===== src/rtl/hub75_scan_engine.sv =====
// hub75_scan_engine
// -----------------
// Scans a 4096 x 12-bit RGB444 framebuffer out to a HUB75 panel.
// For each row pair it shifts one bit-plane of the top and bottom half.
// It then latches the plane and lights it for BASE_TICKS << plane cycles.
// There are 4 planes per row and 16 rows per frame.
//
// Ports
//   clk          system clock, rising edge
//   gls_reset    synchronous active-high reset
//   enable       start / keep scanning (looked at in IDLE and at frame end)
//   fb_addr      registered framebuffer read address
//   fb_data      framebuffer read data, one cycle behind fb_addr
//   s_clk        panel shift clock
//   s_r_t..s_b_b serial colour bits, top and bottom half
//   latch        panel latch, active high
//   noe          panel output enable, active low
//   mux          row-pair select
//   busy         high whenever not IDLE
//   frame_done   one-cycle pulse after the last plane of row 15

module hub75_scan_engine #(
   parameter int BASE_TICKS = 64
) (
   input  logic        clk,
   input  logic        gls_reset,
   input  logic        enable,
   output logic [11:0] fb_addr,
   input  logic [11:0] fb_data,
   output logic        s_clk,
   output logic        s_r_t,
   output logic        s_g_t,
   output logic        s_b_t,
   output logic        s_r_b,
   output logic        s_g_b,
   output logic        s_b_b,
   output logic        latch,
   output logic        noe,
   output logic [3:0]  mux,
   output logic        busy,
   output logic        frame_done
);

   typedef enum logic [2:0] {
      IDLE,
      FETCH_T,
      FETCH_B,
      SHIFT_LO,
      SHIFT_HI,
      BLANK,
      LATCH,
      DISPLAY
   } state_t;

   localparam logic [15:0] BASE_T16 = 16'(BASE_TICKS);

   state_t      state;
   state_t      next_state;

   logic [6:0]  col;
   logic [1:0]  plane;
   logic [3:0]  row;
   logic [15:0] disp;
   logic [11:0] top_pix;
   logic [11:0] bot_pix;

   logic [6:0]  col_nxt;
   logic [1:0]  plane_nxt;
   logic [3:0]  row_nxt;
   logic [15:0] disp_nxt;
   logic [11:0] fb_addr_nxt;
   logic [11:0] bot_src;

   logic        last_col;
   logic        disp_last;
   logic        frame_end;

   assign last_col  = (col == 7'd127);
   // "<= 1" rather than "== 1" so a zero weight cannot wrap into a 64k-cycle display
   assign disp_last = (disp <= 16'd1);
   assign frame_end = (state == DISPLAY) && disp_last && (plane == 2'd3) && (row == 4'd15);

   // State register
   always_ff @(posedge clk) begin
      if (gls_reset)
         state <= IDLE;
      else
         state <= next_state;
   end

   // Next-state logic; enable only matters in IDLE and on the last plane of a frame
   always_comb begin
      next_state = state;
      case (state)
         IDLE:     if (enable) next_state = FETCH_T;
         FETCH_T:  next_state = FETCH_B;
         FETCH_B:  next_state = SHIFT_LO;
         SHIFT_LO: next_state = SHIFT_HI;
         SHIFT_HI: next_state = last_col ? BLANK : FETCH_T;
         BLANK:    next_state = LATCH;
         LATCH:    next_state = DISPLAY;
         DISPLAY: begin
            if (disp_last) begin
               if (frame_end && !enable)
                  next_state = IDLE;
               else
                  next_state = FETCH_T;
            end
         end
         default:  next_state = IDLE;
      endcase
   end

   // Counter next values.
   // Also selects the address to present next cycle, so fb_addr is already valid in FETCH_T and FETCH_B.
   always_comb begin
      col_nxt     = col;
      plane_nxt   = plane;
      row_nxt     = row;
      disp_nxt    = disp;
      fb_addr_nxt = fb_addr;
      case (state)
         IDLE: begin
            if (enable) begin
               col_nxt   = 7'd0;
               plane_nxt = 2'd0;
               row_nxt   = 4'd0;
            end
         end
         SHIFT_HI: begin
            if (!last_col) col_nxt = col + 7'd1;
         end
         LATCH: begin
            disp_nxt = BASE_T16 << plane;
         end
         DISPLAY: begin
            disp_nxt = disp - 16'd1;
            if (disp_last) begin
               col_nxt = 7'd0;
               if (plane == 2'd3) begin
                  plane_nxt = 2'd0;
                  row_nxt   = row + 4'd1;
               end else begin
                  plane_nxt = plane + 2'd1;
               end
            end
         end
         default: ;
      endcase
      if (next_state == FETCH_T)
         fb_addr_nxt = {1'b0, row_nxt, col_nxt};
      else if (next_state == FETCH_B)
         fb_addr_nxt = {1'b1, row, col};
   end

   // Datapath registers.
   // The top pixel arrives in FETCH_B and the bottom pixel in SHIFT_LO.
   // mux only moves in BLANK, while the panel is dark.
   always_ff @(posedge clk) begin
      if (gls_reset) begin
         col        <= 7'd0;
         plane      <= 2'd0;
         row        <= 4'd0;
         disp       <= 16'd0;
         fb_addr    <= 12'd0;
         mux        <= 4'd0;
         top_pix    <= 12'd0;
         bot_pix    <= 12'd0;
         frame_done <= 1'b0;
      end else begin
         col        <= col_nxt;
         plane      <= plane_nxt;
         row        <= row_nxt;
         disp       <= disp_nxt;
         fb_addr    <= fb_addr_nxt;
         frame_done <= frame_end;
         if (state == BLANK)    mux     <= row;
         if (state == FETCH_B)  top_pix <= fb_data;
         if (state == SHIFT_LO) bot_pix <= fb_data;
      end
   end

   // Output decode.
   // In SHIFT_LO the bottom pixel is still on fb_data, so it is used directly.
   // The copy in bot_pix then holds the colours through SHIFT_HI.
   always_comb begin
      bot_src = (state == SHIFT_LO) ? fb_data : bot_pix;
      s_clk   = (state == SHIFT_HI);
      latch   = (state == LATCH);
      noe     = (state != DISPLAY);
      busy    = (state != IDLE);
      s_r_t   = top_pix[{2'b10, plane}];
      s_g_t   = top_pix[{2'b01, plane}];
      s_b_t   = top_pix[{2'b00, plane}];
      s_r_b   = bot_src[{2'b10, plane}];
      s_g_b   = bot_src[{2'b01, plane}];
      s_b_b   = bot_src[{2'b00, plane}];
   end

endmodule


===== config.mk =====
export PLATFORM = sky130hd
export DESIGN_NAME = hub75_scan_engine
export DESIGN_NICKNAME = d
export VERILOG_FILES = /design/src/rtl/hub75_scan_engine.sv
export SDC_FILE = /design/constraint.sdc
export NUM_CORES = 1
export LEC_CHECK = 0
export CORE_MARGIN = 8
export CORE_UTILIZATION = 25
export CTS_BUF_LIST = sky130_fd_sc_hd__clkbuf_8
export DETAILED_ROUTE_END_ITERATION = 10
export SYNTH_ARGS = -nofsm -noshare
export SYNTH_HDL_FRONTEND = slang
export SYNTH_SLANG_ARGS = --single-unit

===== constraint.sdc =====
create_clock -name clk -period 3.2 [get_ports clk]
set_input_delay 0.96 -clock clk [delete_from_list [all_inputs] [get_ports clk]]
set_output_delay 0.96 -clock clk [all_outputs]
set_load 0.1 [all_outputs]

==> reports/metrics.yaml, run 1 <==
track_usage: 0.0962
finClkSkew_ns: 0.00649
r2r_setup_slack_ns: 0.77
nFillCells: 1435
drt_iter0_drc: 198
timing.rr.start: "plane[1]"
grt_pass1_vias: 2905
num_vias: 2996
r2r_cells: 7
grt_pass1_wl_um: 14200
async_flop_share: 0
cp.required_ns: 2.24
syn_area_per_cell_um2: 8.77
final_util: 0.314
io_buffer_count: 41
h-tree-depth: 3
vias_per_cell: 4.80
synth_top_area_cell: "dfxtp_1"
drc: 0
postPlaceCellArea_um2: 4070
synthTopCellsByArea: "dfxtp_1 (41%), mux2i_1 (9.1%), nor2_1 (6.8%)"
initial_utilization: 0.255
hold_path.class: "flop to flop"
cts_root_buffer: "clkbuf_8"
synth_seq_area_share: 0.415
clock_latency_ns: 0.35
yosys_warnings: 0
whs_endpoint: "top_pix[10]"
critPathKind: "input port to output port"
netlist_area_um2: 3520
grt_max_degree: 35
syn_nets: 425
clock_path_buffers: 2
numClockSinks: 73
hold_violations: 0
io_pins: 42
p_leak_nw: 1.81
path_max_fanout: 2
avgRoutedWirePerCell_um: 13.8
synth.distinct_cells: 52
die_h_um: 135
min-delay-start: "top_pix[10]"
critPathArrivalTime_ns: 2.14
max_slew_margin: 0.529
clkTransAtPathRegs_ns: 0.07
cts_hold_buf: 0
die_area_um2: 18200
drv_slew: 0
synth_flop_cell: "dfxtp_1"
synth_top_area_share: 0.415
layout_common_cells: "dfxtp_1 (73), nor2_1 (64), nand2_1 (44), mux2i_1 (32), buf_4 (30)"
ys_ff_latch: 73
cts_tree: "yes"
clock.fmax_mhz: 323
dr.pass1.iters: 6
diodes: 0
drtAntennaViolNets: 0
rsz0062_at_grt: "no"
die_w_um: 135
synth-edff-count: 0
reg2reg_to: "fb_addr[7]"
gp_congestion: 0.836
cap_violations: 0
drive_gt1_frac: 0.178
final_common_cell: "dfxtp_1"
dp_hpwl_um: 6140
numCtsBuffers: 9
antenna_found_initial: 0
nets: 462
final_area_um2: 4340
gr-total-overflow: 0
std_cell_rows: 43
start_kind: "input port"
setup_viol: 0
fin_crit_ns: 3.10
vdd_drop_max_uv: 182
pwr_density_cell_nw_per_um2: 473
synthToLayoutAreaGrowth_pct: 23.1
drt-total-wl_um: 8590
core_area_um2: 13800
total_power_mw: 2.05
whs_path_depth: 2
period_share: 0.967
cp-end-kind: "output port"
status: "finished clean"
synth_cells: 402
tightest_slew_ns: 0.701
-- per-stage QoR --
stage / hold WS, ns / setup TNS [ns] / std cells / setup WS [ns]
floorplan: 0.455 / 0 / 402 / 0.326
global placement: 0.476 / -0.00734 / 607 / -0.00734
detailed placement: 0.478 / 0 / 607 / 0.00434
CTS: 0.498 / 0 / 623 / 0.00554
global route: 0.518 / 0 / 624 / 0.0317
finish: 0.497 / 0 / 624 / 0.104
-- power breakdown --
group / switching, mW / total [mW] / internal (mW) / leakage, nW
Clock: 0.339 / 0.874 / 0.535 / 0.124
Combinational: 0.160 / 0.243 / 0.0828 / 1.10
Sequential: 0.00820 / 0.933 / 0.925 / 0.590
-- repair_timing --
| action | 4_1_cts | 5_1_grt |
|---|---|---|
| pin swaps | 0 | 3 |
| setup buffers | 0 | 1 |
| endpoints found under the setup margin | 1 | 3 |
| resized for setup | 1 | 6 |
-- cells in the mapped netlist, drive strengths merged, types with 7 or more instances --
cell type	n
buf	7
a22oi	10
dfxtp	73
ha	8
clkbuf	15
a21oi	21
nor3	9
inv	12
nand4	7
and3	10
mux2i	32
o21ai	12
nor2	64
nand3	10
nand2	45
-- kinds of logic after synthesis --
logic type,synth area share
AOI/OAI and AO/OA,0.149
adders and majority gates,0.0284
buffers and inverters,0.0508
DFF,0.415
muxes,0.126
and+or+nand+nor,0.231
-- final cells by class --
class                   count  area, µm²  share of cell area
flip-flops and latches     73       1460               0.337
clock buffers              10        138              0.0317
repair buffers             49        472               0.109
multi-input cells         294       1890               0.436
inverters                  12       45.0              0.0104
clock inverters             6        106              0.0245
well taps                 180        225              0.0519
-- per-layer routing --
metal / global-route usage / routed length, µm / vias up / part of all wire
met2: 0.151 / 3870 / 49 / 0.45
met5: 0 / 0 / - / 0
met4: 0.0643 / 286 / 0 / 0.033
li1: - / - / 1513 / -
met1: 0.119 / 4190 / 1414 / 0.49
met3: 0.0156 / 249 / 20 / 0.029
-- sequential cells by signal (all words and copies together), names as in the netlist --
register,flops
state,3
row,4
mux,4
plane,2
frame_done,1
disp,16
col,7
bot_pix,12
fb_addr,12
top_pix,12
-- critical path: stages --
cell             delay (ns)
clkdlybuf4s50_1        0.45
mux2i_1                0.19
nand2_1                0.08
a31o_2                 0.28
buf_12                 0.17
-- how the worst max path moves through the flow --
stage,startpoint,endpoint,slack (ns),cells after the start
finish,fb_data[7],s_g_b,0.10,5
global route,fb_data[1],s_b_b,0.03,5
CTS,fb_data[2],s_b_b,0.006,6
detailed placement,fb_data[0],s_b_b,0.004,6
global placement,fb_data[0],s_b_b,-0.007,6
floorplan,state[1],s_r_b,0.33,9
No activity file was read; power rests on OpenSTA's default activity.
==> run 2: changes to the inputs <==
--- a/constraint.sdc
+++ b/constraint.sdc
@@ -3,2 +3,2 @@
 set_output_delay 0.96 -clock clk [all_outputs]
-set_load 0.1 [all_outputs]
+set_load 0.005 [all_outputs]
==> run 2 against run 1 <==
Clock power shrank 17%. Register-to-register slack is essentially flat. Largest cell class unchanged. Final cell count grew 1.6%. Highest routed layer unchanged.
==> reports/metrics.yaml, run 2 (synthesis results as in run 1) <==
io_pins: 42  # unchanged
nets: 473  # was 462
diodes: 0  # unchanged
cpPeakStageDelay_ns: 0.44  # was 0.45 ns
cp-end-kind: "output port"  # unchanged
clock_path_buffers: 2  # unchanged
critPathArrivalTime_ns: 2.16  # was 2.14 ns
r2r_cells: 7  # unchanged
gp_congestion: 0.853  # was 0.836
cp.required_ns: 2.24  # about the same
met1_length_um: 4090  # was 4190 µm
die_h_um: 135  # unchanged
drt-total-wl_um: 8690  # was 8590 µm
cap_violations: 0  # unchanged
wl_met2_um: 4100  # was 3870 µm
vdd_drop_max_uv: 152  # was 182 µV
dr.pass1.iters: 4  # was 6
largest_register_ffs: 16  # unchanged
die_w_um: 135  # unchanged
max_slew_margin: 0.525  # was 0.529
critical_path.cell_chain: "clkdlybuf4s50_1 > mux2i_1 > nand2_1 > a31o_2 > dlygate4sd2_1"  # was clkdlybuf4s50_1 > mux2i_1 > nand2_1 > a31o_2 > buf_12
numClockSinks: 73  # unchanged
final_area_um2: 4370  # was 4340 µm²
status: "finished clean"  # unchanged
clock.fmax_mhz: 320  # was 323 MHz
setup_viol: 0  # unchanged
vias_per_cell: 4.85  # was 4.80
p_leak_nw: 1.75  # was 1.81 nW
drive_gt1_frac: 0.139  # was 0.178
synthToLayoutAreaGrowth_pct: 23.9  # was 23.1%
grt_max_degree: 43  # was 35
grt_pass1_vias: 2880  # was 2905
rsz0062_at_grt: "no"  # unchanged
hold_violations: 0  # unchanged
crit_family: "buffers and inverters"  # unchanged
initial_utilization: 0.255  # unchanged
dp_hpwl_um: 6170  # was 6140 µm
nFillCells: 1422  # was 1435
drt_iter0_drc: 170  # was 198
regMostFlops: "disp"  # unchanged
final_util: 0.316  # was 0.314
num_vias: 3076  # was 2996
gr-total-overflow: 0  # unchanged
critPathKind: "input port to output port"  # unchanged
cts_tree: "yes"  # unchanged
hold_path.class: "flop to flop"  # unchanged
std_cell_rows: 43  # unchanged
finClkSkew_ns: 0.00796  # was 0.00649 ns
layout_common_cells: "dfxtp_1 (73), nor2_1 (64), nand2_1 (44), clkdlybuf4s50_1 (33), mux2i_1 (32)"  # was dfxtp_1 (73), nor2_1 (64), nand2_1 (44), mux2i_1 (32), buf_4 (30)
antenna_found_initial: 0  # unchanged
path_buf_inv: 2  # unchanged
drtAntennaViolNets: 0  # unchanged
crit_cells: 5  # unchanged
avgRoutedWirePerCell_um: 13.7  # was 13.8 µm
drv_slew: 0  # unchanged
start_kind: "input port"  # unchanged
path_max_fanout: 2  # unchanged
pwr_density_cell_nw_per_um2: 423  # was 473 nW/µm²
io_buffer_count: 41  # unchanged
cts_hold_buf: 0  # unchanged
routed.top_layer: "met4"  # unchanged
wl_met3_um: 317  # was 249 µm
cp_slowest_cell: "clkdlybuf4s50_1"  # unchanged
numCtsBuffers: 9  # unchanged
whs_path_depth: 2  # unchanged
seq_area_um2: 1460  # unchanged
clock_latency_ns: 0.35  # about the same
postPlaceCellArea_um2: 4170  # was 4070 µm²
drc: 0  # unchanged
track_usage: 0.0975  # was 0.0962
fin_crit_ns: 3.12  # was 3.10 ns
grt_pass1_wl_um: 14400  # was 14200 µm
h-tree-depth: 3  # unchanged
tightest_slew_ns: 0.707  # was 0.701 ns
final_common_cell: "dfxtp_1"  # unchanged
multi_input_area_um2: 1890  # unchanged
period_share: 0.976  # was 0.967
core_area_um2: 13800  # unchanged
cts_root_buffer: "clkbuf_8"  # unchanged
clkTransAtPathRegs_ns: 0.07  # about the same
die_area_um2: 18200  # unchanged
[run 2: cell types whose count changed in the layout (fill, tap and decap cells not counted)]
cell / change
clkdlybuf4s50_1: +26
dlymetal6s2s_1: -5
clkbuf_8: +1
dlygate4sd2_1: +5
clkinvlp_4: -1
clkbuf_2: +1
buf_12: -4
buf_4: -12
bufinv_16: -2
clkinv_2: +1
[run 2: cell type report]
class	count	share of cell area
clock buffers	11	0.0347
clock inverters	4	0.0100
inverters	12	0.0103
multi-input cells	294	0.433
flip-flops and latches	73	0.335
well taps	180	0.0516
repair buffers	60	0.126
[run 2: tightest hold or removal path, stage by stage (launching register included)]
cell and delay, ns:
dfxtp_1 0.33, mux2i_1 0.06, nor2_1 0.07
[run 2: final timing paths]
kind | startpoint | to | slack (ns)
max reg2reg | plane[0] | fb_addr[7] | 0.78
min | top_pix[0] | top_pix[0] | 0.50
min reg2reg | top_pix[0] | top_pix[0] | 0.50
max | fb_data[3] | s_b_b | 0.08
[run 2: metal layers]
metal	vias to the layer above	GRT usage
met1	1479	0.118
met4	0	0.0474
li1	1535	-
met2	51	0.156
met5	-	0
met3	11	0.0260
[run 2: per-stage QoR]
step / instances / TNS (ns) / worst slack [ns] / total power, mW / hold slack (ns)
final: 634 / 0 / 0.0756 / 1.85 / 0.495
after global routing: 634 / 0 / 0.00476 / 1.94 / 0.534
after CTS: 634 / 0 / 0.0191 / 1.88 / 0.502
after detailed placement: 617 / -0.701 / -0.258 / 1.15 / 0.482
after global placement: 617 / -0.674 / -0.266 / 1.15 / 0.474
after floorplan: 402 / 0 / 0.521 / 1.07 / 0.455
[run 2: what timing repair did]
item | in CTS | in global routing
endpoints found under the hold margin | 0 | 0
gates resized for setup | 9 | 1
endpoints found under the setup margin | 3 | 1
buffers inserted | 2 | 0
[run 2: report_power, final]
group / internal, mW / total (mW) / switching, mW
registers: 0.925 / 0.933 / 0.00796
clock network: 0.393 / 0.723 / 0.330
logic: 0.0857 / 0.192 / 0.107
total: 1.40 / 1.85 / 0.445
